## config.mk

```make
export PLATFORM = sky130hd
export DESIGN_NAME = l1_cache_dm
export DESIGN_NICKNAME = d
export VERILOG_FILES = /design/src/rtl/l1_cache_dm.sv
export SDC_FILE = /design/constraint.sdc
export NUM_CORES = 1
export LEC_CHECK = 0
export ABC_CLOCK_PERIOD_IN_PS = 9500
export BUFFER_PORTS_ARGS = -buffer_cell sky130_fd_sc_hd__buf_2
export CORE_UTILIZATION = 50
export DETAILED_ROUTE_END_ITERATION = 8
export PLACE_DENSITY_LB_ADDON = 0.15
export SYNTH_ARGS = -nofsm -noshare
export SYNTH_HDL_FRONTEND = slang
export SYNTH_SLANG_ARGS = --single-unit
```

## constraint.sdc

```tcl
create_clock -name clk -period 9.5 [get_ports clk]
set_input_delay 0 -clock clk [delete_from_list [all_inputs] [get_ports clk]]
set_output_delay 0 -clock clk [all_outputs]
set_load 0.01 [all_outputs]
```

## src/rtl/l1_cache_dm.sv

```systemverilog
// Direct-mapped write-through/write-allocate cache, 16-bit CPU side, 128-bit line memory side.
// Ports: clk/rst; CPU mem_read/mem_write/mem_byte_enable/mem_address/mem_wdata -> mem_resp/mem_rdata;
//        memory pmem_read/pmem_write/pmem_address/pmem_wdata -> pmem_rdata/pmem_resp.
module l1_cache_dm #(
  parameter int NUM_SETS = 8
) (
  input  logic         clk,
  input  logic         rst,
  input  logic         mem_read,
  input  logic         mem_write,
  input  logic [1:0]   mem_byte_enable,
  input  logic [15:0]  mem_address,
  input  logic [15:0]  mem_wdata,
  output logic         mem_resp,
  output logic [15:0]  mem_rdata,
  output logic         pmem_read,
  output logic         pmem_write,
  output logic [15:0]  pmem_address,
  output logic [127:0] pmem_wdata,
  input  logic [127:0] pmem_rdata,
  input  logic         pmem_resp
);
  localparam int IDX_W = $clog2(NUM_SETS);
  localparam int TAG_W = 12 - IDX_W;

  typedef enum logic [1:0] {IDLE, FILL, WRITE} state_t;

  state_t state_q, state_d;

  logic [NUM_SETS-1:0] valid_q;
  logic [TAG_W-1:0]    tag_q  [NUM_SETS];
  logic [127:0]        data_q [NUM_SETS];
  logic [127:0]        wbuf_q;
  logic [11:0]         line_q;

  logic [IDX_W-1:0] idx;
  logic [TAG_W-1:0] tag;
  logic [2:0]       word;
  logic             hit;
  logic [127:0]     cur_line;
  logic [127:0]     merged;
  logic [IDX_W-1:0] line_idx;
  logic [TAG_W-1:0] line_tag;

  logic fill_en;
  logic wr_en;
  logic wbuf_en;
  logic line_en;
  logic unused_ok;

  assign idx      = mem_address[4 +: IDX_W];
  assign tag      = mem_address[15 -: TAG_W];
  assign word     = mem_address[3:1];
  assign hit      = valid_q[idx] && (tag_q[idx] == tag);
  assign cur_line = data_q[idx];

  assign mem_rdata = cur_line[{word, 4'h0} +: 16];

  // Line address is captured when leaving IDLE so an abandoned
  // request cannot move the line being filled or written.
  assign line_idx = line_q[IDX_W-1:0];
  assign line_tag = line_q[11 -: TAG_W];

  assign pmem_address = {line_q, 4'h0};
  assign pmem_wdata   = wbuf_q;
  assign unused_ok    = mem_address[0];

  always_comb begin
    merged = cur_line;
    if (mem_byte_enable[0])
      merged[{word, 4'h0} +: 8] = mem_wdata[7:0];
    if (mem_byte_enable[1])
      merged[{word, 4'h8} +: 8] = mem_wdata[15:8];
  end

  always_comb begin
    state_d    = state_q;
    mem_resp   = 1'b0;
    pmem_read  = 1'b0;
    pmem_write = 1'b0;
    fill_en    = 1'b0;
    wr_en      = 1'b0;
    wbuf_en    = 1'b0;
    line_en    = 1'b0;
    unique case (state_q)
      IDLE: begin
        if (mem_write) begin
          line_en = 1'b1;
          if (hit) begin
            wbuf_en = 1'b1;
            state_d = WRITE;
          end else begin
            state_d = FILL;
          end
        end else if (mem_read) begin
          if (hit) begin
            mem_resp = 1'b1;
          end else begin
            line_en = 1'b1;
            state_d = FILL;
          end
        end
      end
      FILL: begin
        pmem_read = 1'b1;
        if (pmem_resp) begin
          fill_en = 1'b1;
          state_d = IDLE;
        end
      end
      WRITE: begin
        pmem_write = 1'b1;
        if (pmem_resp) begin
          wr_en    = 1'b1;
          mem_resp = 1'b1;
          state_d  = IDLE;
        end
      end
      default: state_d = IDLE;
    endcase
  end

  always_ff @(posedge clk) begin
    if (rst) begin
      state_q <= IDLE;
      valid_q <= '0;
    end else begin
      state_q <= state_d;
      if (fill_en)
        valid_q[line_idx] <= 1'b1;
    end
  end

  always_ff @(posedge clk) begin
    if (line_en)
      line_q <= mem_address[15:4];
    if (wbuf_en)
      wbuf_q <= merged;
    if (fill_en) begin
      data_q[line_idx] <= pmem_rdata;
      tag_q[line_idx]  <= line_tag;
    end
    if (wr_en)
      data_q[line_idx] <= wbuf_q;
  end

endmodule

```

# Word-level counts from Yosys, hierarchy flattened
# Memory sizes are Yosys's and may differ from the RTL's.
# Index checks and enable logic that the tools add are counted.
# totals
ramBits,1096
elab_cells,63
output_inout_bits,163
ff_bits,150
inputBits,167
memories,2
# memory_table
memory,words,word_bits,read_ports,rd_clocked_by_memory_dff,write_ports,line_no,source
data_q,8,128,1,0,1,32,logic [127:0] data_q [NUM_SETS];
tag_q,8,9,1,0,1,31,logic [TAG_W-1:0] tag_q [NUM_SETS];
# op_classes
n_reduce_logical,5
eq_ne,6
bitwise,2
n_mux,34
addsub,2
n_shift,5
magnitude_cmp,3
# ops
operator,count
two-way mux 128 bit,3
bitwise mux 128 bit,2
"variable shift 8 x 9 -> 128 bit, first input constant",2
variable part select 8 x 9 -> 128 bit,2
variable part select 128 x 8 -> 16 bit,1
two-way mux 1 bit,20
negator 7 -> 9 bit,2
two-way mux 2 bit,5
equality test 9 bit,1
"less-than comparator 3 x 4 -> 1 bit, second input constant",2
bitwise OR 8 bit,1
"inequality test 3 bit, second input constant",2
one-hot mux 2 bit (2 select lines),1
binary-select mux 1 bit (select 3 bit),1
demux 1 bit (select 3 bit),1
">= comparator 3 x 1 -> 1 bit, second input constant",1
AND reduction 3 bit,1
"equality test 2 x 1 -> 1 bit, second input constant",1
"equality test 2 bit, second input constant",1
logical AND 1 bit,2
zero test 2 bit,1
"inequality test 2 x 1 -> 1 bit, second input constant",1
one-hot mux 1 bit (2 select lines),1
OR reduction 2 bit,1
bitwise OR 1 bit,1

# Longest topological paths before layout
# Gate-level depths: netlist of run 1.
# logic_depth
depth_word,7
depth_mapped,11
ltp_nobuf,8

# Worst setup path before layout of run 1
# No wires, ideal clock.
# synth_timing
path_kind,register -> register
from,register state_q[1]
to,"memory data_q[0][0], enable pin"
t_arrival_ps,9672
setup_slack_ps,-943
stages_incl_launch_ff,6
setup_time_ps,772
path_cell_list,dfxtp_1 inv_1 ha_1 o21ai_0 or2_2 nor3_1
# synth_via
elab_chain_len,5
elab_cells_between_ends,9
classes_between,eq/ne: 2; mux: 6; bitwise: 1
# synth_lines
element,line_no,source
from (decl),28,"state_t state_q, state_d;"
from (signal assigned),128,state_q <= state_d;
equality test 2 x 1 -> 1 bit or equality test 2 bit (tied branches),85,unique case (state_q)
two-way mux 1 bit,85,
"two-way mux 1 bit, on equally long branches","139, 143",
"two-way mux 1 bit, on equally long branches","140, 144",
bitwise OR 1 bit (no source line) *,--,
to (decl),32,
# Mark *: on every way between the ends. The rest lies on a longest branch, timed or not.

# Worst setup path in the final report of run 1
# layout_timing
from,input port mem_address[4]
to,"register wbuf_q[61], in the netlist pmem_wdata[61], enable pin"
# layout_via
elab_chain_len,6
elab_cells_between_ends,8
classes_between,eq/ne: 1; mux: 5; reduce/logical: 1; memory: 1
# layout_lines
element,line_no,source
from (decl),12,"input logic [15:0] mem_address,"
memory (8 x 9 bit) or binary-select mux 1 bit (select 3 bit) (tied branches),--,
equality test 9 bit or two-way mux 1 bit (tied branches),54,assign hit = valid_q[idx] && (tag_q[idx] == tag);
logical AND 1 bit *,54,
two-way mux 1 bit *,89,if (hit) begin
two-way mux 1 bit *,87,if (mem_write) begin
two-way mux 1 bit *,85,
to (signal assigned),138,wbuf_q <= merged;
to (decl),33,logic [127:0] wbuf_q;
# Mark *: on every way between the ends. The rest lies on a longest branch, timed or not. The select of a mux whose other input is x is not followed.
# A chain may end at the register's enable or synchronous reset.

==> results summary, run 1 <==
The final net count came out at 3110. The max-slew violation total from the final report came out at 0. In the layout the commonest cells are sky130_fd_sc_hd__edfxtp_1 (1236), sky130_fd_sc_hd__buf_2 (321), sky130_fd_sc_hd__mux4_2 (249).

The maximum frequency from static timing analysis is 199 MHz. The clock sink count is about 1200. The number of endpoints with negative hold slack in the final report was 0. The number of global-route vias before repair is roughly 27000.

In this run the cell area of the synthesized design comes to a little over 0.05 mm^2. The worst clock skew is between 0.02 and 0.03 ns. The residual overflow from global routing came out at 0. The adder and majority gate portion of the synthesized area is 0.00224. The leakage component of the power is 19.6 nW.

The critical path goes through dlygate4sd3_1 > buf_8 > buf_4 > mux4_2 > mux2i_1 > xor2_1 > nand4_1 > nor3_2 > and3_4 > buf_4. The time the final worst path needs with I/O delays and setup is just over 5 ns. The relative slew slack came out at 0.132. The number of inserted filler cells in the final layout is 7241. Summed over all layers, the routed wires come to approximately 130000 um. The die width came out at 319 um.

The post-CTS resize count came out at 0. Setup repair after global routing left no endpoint under its margin. The number of buffers on the longest clock path came out at 3. The final number of setup-violating endpoints came out at 0. The wire length of the first global-routing pass is 185000 um. The maximum number of pins on one net before global-route repair came out at ~130. The cell count of the worst hold path is 1. The synthesized-area fraction occupied by ao, oa, aoi and oai cells came out at 0.0196. The Yosys warning count came out at 0.

The final design instance area without fill is 0.0588 mm^2. The number of antenna violations at the first check in global routing is 5. By instance count, the cell type seen most on the critical path is sky130_fd_sc_hd__buf_4.

The run finished with clean final reports. Overall power consumption after layout is estimated at 11.7 mW. The top fanout value on the critical path is 76. The clock tree synthesis step divided the H-tree into 3 levels. The core footprint came out at 0.100 mm^2. The global router's overall resource usage is 0.252. Port buffering added 324 buffers. Counting the buffers created by CTS gives ~120. The number of buffer and inverter stages on the critical path is 4. In this run the power density over the cells is 199 mW/mm^2.

The post-detailed-placement half-perimeter wirelength came out at 75000 um. TritonCTS built the clock tree. For this configuration, the core starts out at a cell density of 0.504. The worst setup path is of the input port to register kind. The area enclosed by the die boundary is 0.102 mm^2. The worst reg2reg path depth came out at 7.

The data arrival time at the worst-slack endpoint came out at 5.34 ns. The worst setup path is launched from an input port. In this design, the largest share of critical-path delay is due to buffers and inverters.

The overall via count from detail_route came out at between 20000 and 30000. The max-capacitance violation count came out at 0. The detail-routed net length per standard cell came out at ~30 um.

The overall die height came out at 319 um. The slew of the pin with the lowest slew margin is 1.30 ns. The worst stage delay on the critical path is 0.87 ns.

The worst setup path is captured at a register. Of the synthesized area, sequential elements account for 0.741. The parity-gate share of the synthesized area counting xor and xnor cells came out at 0.00139. The count of nets left with antenna violations once routing finished came out at 0. The total stage count of the critical path came out at 10.

The share of final-layout standard cells stronger than drive strength 1 came out at 0.325. Hold repair after CTS inserted 163 buffers. The weighted congestion reported at the end of routability-driven placement came out at roughly 0.83. The placement-stage cell area is 0.0532 mm^2.

In this run, the number of DRC markers left after iteration 0 of detailed routing was 2861. The slowest stage of the critical path belongs to the cell sky130_fd_sc_hd__buf_4. The number of search-and-repair iterations in the first detailed-routing pass is 5. The clock latency on the worst-skew pair came out at 0.71 ns. The share of the clock period used by the worst path after layout is 0.529. In this run the post-CTS setup repair buffer count came out at 0. After clock tree synthesis, the clock-pin slew on the worst setup and hold paths is 0.06 ns. The post-synthesis instance total is 2421. The number of vias per cell came out at slightly above 6. The data required time at the worst endpoint came out at 9.82 ns. The multiplexer area fraction after synthesis came out at 0.199. The count of standard-cell rows is 116. The largest voltage drop on the vdd net is 0.145 mV.

The number of ports placed on the die boundary came out at 330. The post-synthesis to final-layout area growth came out at 16.7%. The min-delay analysis places its worst path in the category input port to register. Clock tree synthesis selected as its root buffer the cell sky130_fd_sc_hd__clkbuf_16. After detailed routing, the number of remaining DRC violations is 0.

The most frequent standard cell in the layout excluding fill and tap cells is sky130_fd_sc_hd__edfxtp_1. Synthesis inferred 1246 register bits. The number of distinct library cell variants in the gate-level netlist after synthesis is 44. The average footprint of a synthesized cell is approximately 21 um^2. After synthesis, the largest family of logic cells by area is multiplexers. In the final timing run, aggregate negative setup slack is 0 ns.

The tightest hold path in the finished design has a slack of 0.0000938 ns. The simple-gate area share of the yosys netlist came out at 0.0186.
[cells in the mapped netlist]
master	instances	area, um^2
sky130_fd_sc_hd__mux2i_1	122	1220
sky130_fd_sc_hd__buf_6	18	203
sky130_fd_sc_hd__nor3_1	6	30.0
sky130_fd_sc_hd__and3_1	4	25.0
sky130_fd_sc_hd__o21ai_1	8	40.0
sky130_fd_sc_hd__xor2_1	8	70.1
sky130_fd_sc_hd__a31oi_1	8	50.1
sky130_fd_sc_hd__o21ai_0	36	180
sky130_fd_sc_hd__a22o_1	1	8.76
sky130_fd_sc_hd__mux4_2	249	5610
sky130_fd_sc_hd__and2_1	10	62.6
sky130_fd_sc_hd__inv_2	2	7.51
sky130_fd_sc_hd__nand3b_1	2	15.0
sky130_fd_sc_hd__nand2b_1	6	37.5
sky130_fd_sc_hd__clkbuf_1	47	176
sky130_fd_sc_hd__nor2_1	81	304
sky130_fd_sc_hd__inv_1	13	48.8
sky130_fd_sc_hd__o22ai_1	2	12.5
sky130_fd_sc_hd__buf_12	4	80.1
sky130_fd_sc_hd__clkbuf_4	1	7.51
sky130_fd_sc_hd__clkbuf_2	1	5.00
sky130_fd_sc_hd__nand2_1	80	300
sky130_fd_sc_hd__nor2b_1	3	18.8
sky130_fd_sc_hd__buf_4	22	165
sky130_fd_sc_hd__o211ai_1	9	67.6
sky130_fd_sc_hd__a41oi_1	1	8.76
sky130_fd_sc_hd__mux2_2	187	2110
sky130_fd_sc_hd__nand4_1	2	12.5
sky130_fd_sc_hd__nor3_2	2	20.0
sky130_fd_sc_hd__buf_8	1	15.0
sky130_fd_sc_hd__ha_1	9	113
sky130_fd_sc_hd__nand3_1	16	80.1
sky130_fd_sc_hd__edfxtp_1	1236	37100
sky130_fd_sc_hd__a21oi_1	120	601
sky130_fd_sc_hd__conb_1	1	3.75
sky130_fd_sc_hd__o21a_1	1	7.51
sky130_fd_sc_hd__nand4b_1	1	8.76
sky130_fd_sc_hd__a32o_1	1	10.0
sky130_fd_sc_hd__dfxtp_1	10	200
sky130_fd_sc_hd__or2_2	2	12.5
sky130_fd_sc_hd__buf_2	38	190
sky130_fd_sc_hd__nor3b_1	1	7.51
sky130_fd_sc_hd__buf_1	8	30.0
sky130_fd_sc_hd__mux4_1	41	1080
[sequential cells by signal (all words and copies together), names as in the netlist]
name and cells:
line_q 12, state_q 2, data_q 1024, tag_q 72, pmem_wdata 128, valid_q 8
[cell type report]
class	instances	area, um^2	area share
diodes	2	5.00	0.0000852
clock buffers	152	3170	0.0539
clock inverters	74	728	0.0124
inverters	15	56.3	0.000958
multi-input cells	1023	12200	0.208
flip-flops and latches	1246	37300	0.635
well taps	1298	1620	0.0276
repair buffers	527	3640	0.0620
[kinds of logic after synthesis]
logic type | after synthesis
flops | 1246
compound gates | 187
fa+ha+maj | 9
simple gates | 216
mux | 599
other cells | 1
buf+inv | 155
xor+xnor | 8
[path summary, 6_finish.rpt]
kind             startpoint             end  slack [ns]
max reg2reg     tag_q[7][7]  pmem_wdata[61]        5.58
min reg2reg      valid_q[5]      valid_q[5]        0.47
max          mem_address[4]  pmem_wdata[61]        4.47
min          mem_address[5]       line_q[1]     0.00009
[where the power goes]
| part | switching (mW) | internal (mW) |
|---|---|---|
| Clock | 2.02 | 2.71 |
| Combinational | 0.460 | 0.323 |
| Sequential | 0.0288 | 6.15 |
[through the flow]
stage / setup WS [ns] / utilization / cells
2_1_floorplan: 2.50 / - / 2424
3_3_place_gp: 4.30 / 0.532 / 3946
3_5_place_dp: 4.14 / 0.532 / 3946
4_1_cts: 4.38 / 0.588 / 4335
5_1_grt: 4.17 / 0.588 / 4335
6_report: 4.47 / 0.588 / 4337
[routing by layer]
layer  GRT usage  up-vias  part of all wire
li1            -    11000                 -
met5           0        -           0.00013
met1       0.359    14000              0.41
met2       0.412     1104              0.49
met4      0.0757        2             0.026
met3      0.0314      187             0.066
No activity file was read; power rests on OpenSTA's default activity.
==> run 2, diff against run 1 <==
--- a/config.mk
+++ b/config.mk
@@ -5,7 +5,7 @@
 export SDC_FILE = /design/constraint.sdc
 export NUM_CORES = 1
 export LEC_CHECK = 0
-export ABC_CLOCK_PERIOD_IN_PS = 9500
+export ABC_CLOCK_PERIOD_IN_PS = 4700
 export BUFFER_PORTS_ARGS = -buffer_cell sky130_fd_sc_hd__buf_2
 export CORE_UTILIZATION = 50
 export DETAILED_ROUTE_END_ITERATION = 8
==> constraint.sdc (replaced) <==
create_clock -name clk -period 4.7 [get_ports clk]
set_input_delay 0 -clock clk [delete_from_list [all_inputs] [get_ports clk]]
set_output_delay 0 -clock clk [all_outputs]
set_load 0.01 [all_outputs]
==> run 2 against run 1 <==
Compared with the run above:
- flip-flop and latch count stayed put
- design area rose by 0.65%
- die area did not move
- register-to-register slack worse by 3.8 ns
- largest power group unchanged
- highest routed layer unchanged
==> results summary, run 2 (synthesis gave the netlist of run 1 again) <==
The flow ran to the end, and the final reports show no timing, DRC or antenna violations. The register with the most flip-flops in the final layout is data_q. The endpoint of the lowest-slack register-to-register path is pmem_wdata[63]. The die width is 319 um (unchanged). The fraction of met1 tracks used by global routing was 0.360 (+0.000728).

Leaving out fill and tap cells, the most frequent cell in the layout is sky130_fd_sc_hd__edfxtp_1. The time the final worst path needs with I/O delays and setup came out at 3.21 ns. The data required time at the worst endpoint is 4.70 ns (-5.12 ns). The share of the clock period used by the worst path after layout came out at 0.683. The detail-routed net length per standard cell was 29.5 um (about the same). The maximum number of pins on one net before global-route repair was 98 (-26%).

The number of buffers on the longest clock path is 3 (unchanged). Setup repair after global routing left no endpoint under its margin. The worst stage delay on the critical path came out at 0.72 ns (-0.15 ns).

The worst hold path terminates at line_q[2]. The setup path with the least slack is of type input port to output pin. The global router's overall resource usage came out at 0.253 (+0.00103). The slowest stage of the critical path belongs to the cell sky130_fd_sc_hd__buf_4. The flip-flop count of the largest register, all copies and words added is 1024 (unchanged). The DRC marker count from the first detailed-route iteration came out at 2630 (-8.1%). The number of ports placed on the die boundary came to 330 (unchanged). The data arrival time at the worst-slack endpoint is 3.21 ns (-2.13 ns). In this run the worst hold path is classified as input port to register. The overall via count from detail_route is 26400 (+0.072%). The top fanout value on the critical path came out at 61 (-20%). The startpoint of the most critical hold path is mem_address[6]. The post-CTS setup buffer count is 0 (unchanged). The number of endpoints with negative hold slack in the final report came to 0 (unchanged).

The count of standard-cell rows is 116 (unchanged). The post-CTS resize count came out at 0 (unchanged). The endpoint kind of the worst setup timing path is an output pin. The number of inserted filler cells in the final layout came out at 7277 (+0.50%). The clock latency on the worst-skew pair is 0.69 ns (-0.02 ns). The overall routed net length is 128000 um (+0.37%). STA classifies the critical path startpoint as an input port. The relative slew slack was 0.184 (+0.0527).

The number of hold-repair buffers added at the cts stage was 163 (unchanged). The layer flagged by global routing as most heavily used is met2. The worst clock skew is 0.0241 ns (-0.00329 ns). The largest voltage drop on the vdd net came out at 0.303 mV (+110%). The library cells used most frequently in the layout, excluding fill and tap cells, are sky130_fd_sc_hd__edfxtp_1 (1236), sky130_fd_sc_hd__buf_2 (321), sky130_fd_sc_hd__mux4_2 (249). The source of the worst register-to-register timing path is tag_q[6][3].

The number of H-tree levels came to 3 (unchanged). The core footprint came out at 0.100 mm^2 (unchanged). The register area is 0.0373 mm^2 (unchanged).

The share of final-layout standard cells stronger than drive strength 1 came out at 0.331 (+0.00561). The leakage component of the power came out at 19.8 nW (+0.94%). The overall die height is 319 um (unchanged). The cell count of the worst hold path came out at 1 (unchanged). The area enclosed by the die boundary came to 0.102 mm^2 (unchanged).

The TritonCTS clock tree is done. The weighted congestion reported at the end of routability-driven placement was 0.837 (+0.99%). The final number of setup-violating endpoints is 0 (unchanged). The max-slew violation total from the final report came out at 0 (unchanged). The met2 routing resource usage after global routing is 0.409 (-0.00300). The number of buffers added on ports came out at 324 (unchanged).

The residual antenna-violating net count after detailed routing came out at 0 (unchanged). The met3 global-route usage is 0.0354 (+0.00406). The initial cell density of the core came out at 0.504 (unchanged). The number of antenna violations at the first check in global routing is 6 (+1). The clock buffer count from CTS was 121 (unchanged).

The slew of the pin with the lowest slew margin was 1.22 ns (-0.0809 ns). The hold slack is 0.0422 ns (+0.0421 ns). The number of vias per cell was 6.05 (-0.39%). Static timing analysis puts the maximum clock frequency at roughly 310 MHz.

The final net count is 3133 (+0.74%). The number of global-route vias before repair is 27200 (+1.0%). Traced cell by cell, the critical path runs through buf_8 > buf_4 > mux4_1 > mux2_2 > nor2_1 > a21oi_1 > mux4_2 > buf_2. The cell at the root of the clock tree is sky130_fd_sc_hd__clkbuf_16. The post-detailed-placement half-perimeter wirelength is 78200 um (+4.2%).

The wire length of the first global-routing pass is 187000 um (+0.89%). The number of search-and-repair iterations in the first detailed-routing pass came out at 5 (unchanged). The post-detailed-route DRC marker count came out at 0 (unchanged). The areal power density over the cells came out at 399 mW/mm^2 (+100%).

The residual overflow from global routing is 0 (unchanged). The register-to-register setup slack came out at 1.80 ns (-3.78 ns). The sum of internal, switching and leakage power is 23.6 mW (+100%).

The max-capacitance violation count is 0 (unchanged). The clock edge transition at the registers on the reported setup and hold paths came out at 0.06 ns (about the same). The post-synthesis to final-layout area growth came out at 17.5%. The worst reg2reg path depth is 7 (unchanged). The area of the multi-input gates is 0.0122 mm^2 (about the same).

The clock sink count is 1246 (unchanged).
[run 2: routing by layer]
layer,part of all wire,vias to the layer above
met2,0.49,1086
met4,0.029,4
met1,0.41,14000
met5,0.00020,-
li1,-,11100
met3,0.068,199
[run 2: report_power, final]
group	switching (mW)	internal (mW)
Sequential	0.0561	12.4
Combinational	0.940	0.670
Clock	4.08	5.44
Total	5.08	18.5
[run 2: worst max-delay path: cells and delay by family]
kind | cells | cell delay, ns
AO/OA/AOI/OAI | 1 | 0.05
multiplexers | 3 | 1.47
AND/OR/NAND/NOR | 1 | 0.13
buffers and inverters | 3 | 1.39
[run 2: worst max-delay path by stage]
stage | from | depth (start not counted) | end | slack (ns)
after floorplan | state_q[1] | 4 | data_q[7][0] | -2.10
after global placement | mem_address[4] | 8 | pmem_wdata[37] | 1.45
after CTS | mem_address[4] | 8 | mem_rdata[7] | 1.44
after global routing | mem_address[4] | 8 | mem_rdata[7] | 1.29
after detailed placement | mem_address[4] | 8 | pmem_wdata[98] | 1.42
final | mem_address[4] | 8 | mem_rdata[7] | 1.49
[run 2: metrics by stage]
| step | instances | instance area [um^2] | setup slack, ns | util | TNS, ns |
|---|---|---|---|---|---|
| floorplan | 2424 | 50400 | -2.10 | - | -1113.96 |
| global placement | 3969 | 53700 | 1.45 | 0.537 | 0 |
| detailed placement | 3969 | 53700 | 1.42 | 0.537 | 0 |
| CTS | 4356 | 59200 | 1.44 | 0.591 | 0 |
| global route | 4357 | 59200 | 1.29 | 0.592 | 0 |
| finish | 4357 | 59200 | 1.49 | 0.592 | 0 |
[run 2: final cells by class]
| class | instances | share of cell area |
|---|---|---|
| tap | 1298 | 0.0275 |
| multi-input combinational | 1023 | 0.207 |
| clock buffer | 142 | 0.0529 |
| clock inverter | 82 | 0.0124 |
| timing repair buffer | 550 | 0.0688 |
| antenna | 1 | 0.0000423 |
| inverter | 15 | 0.000952 |
| sequential | 1246 | 0.631 |
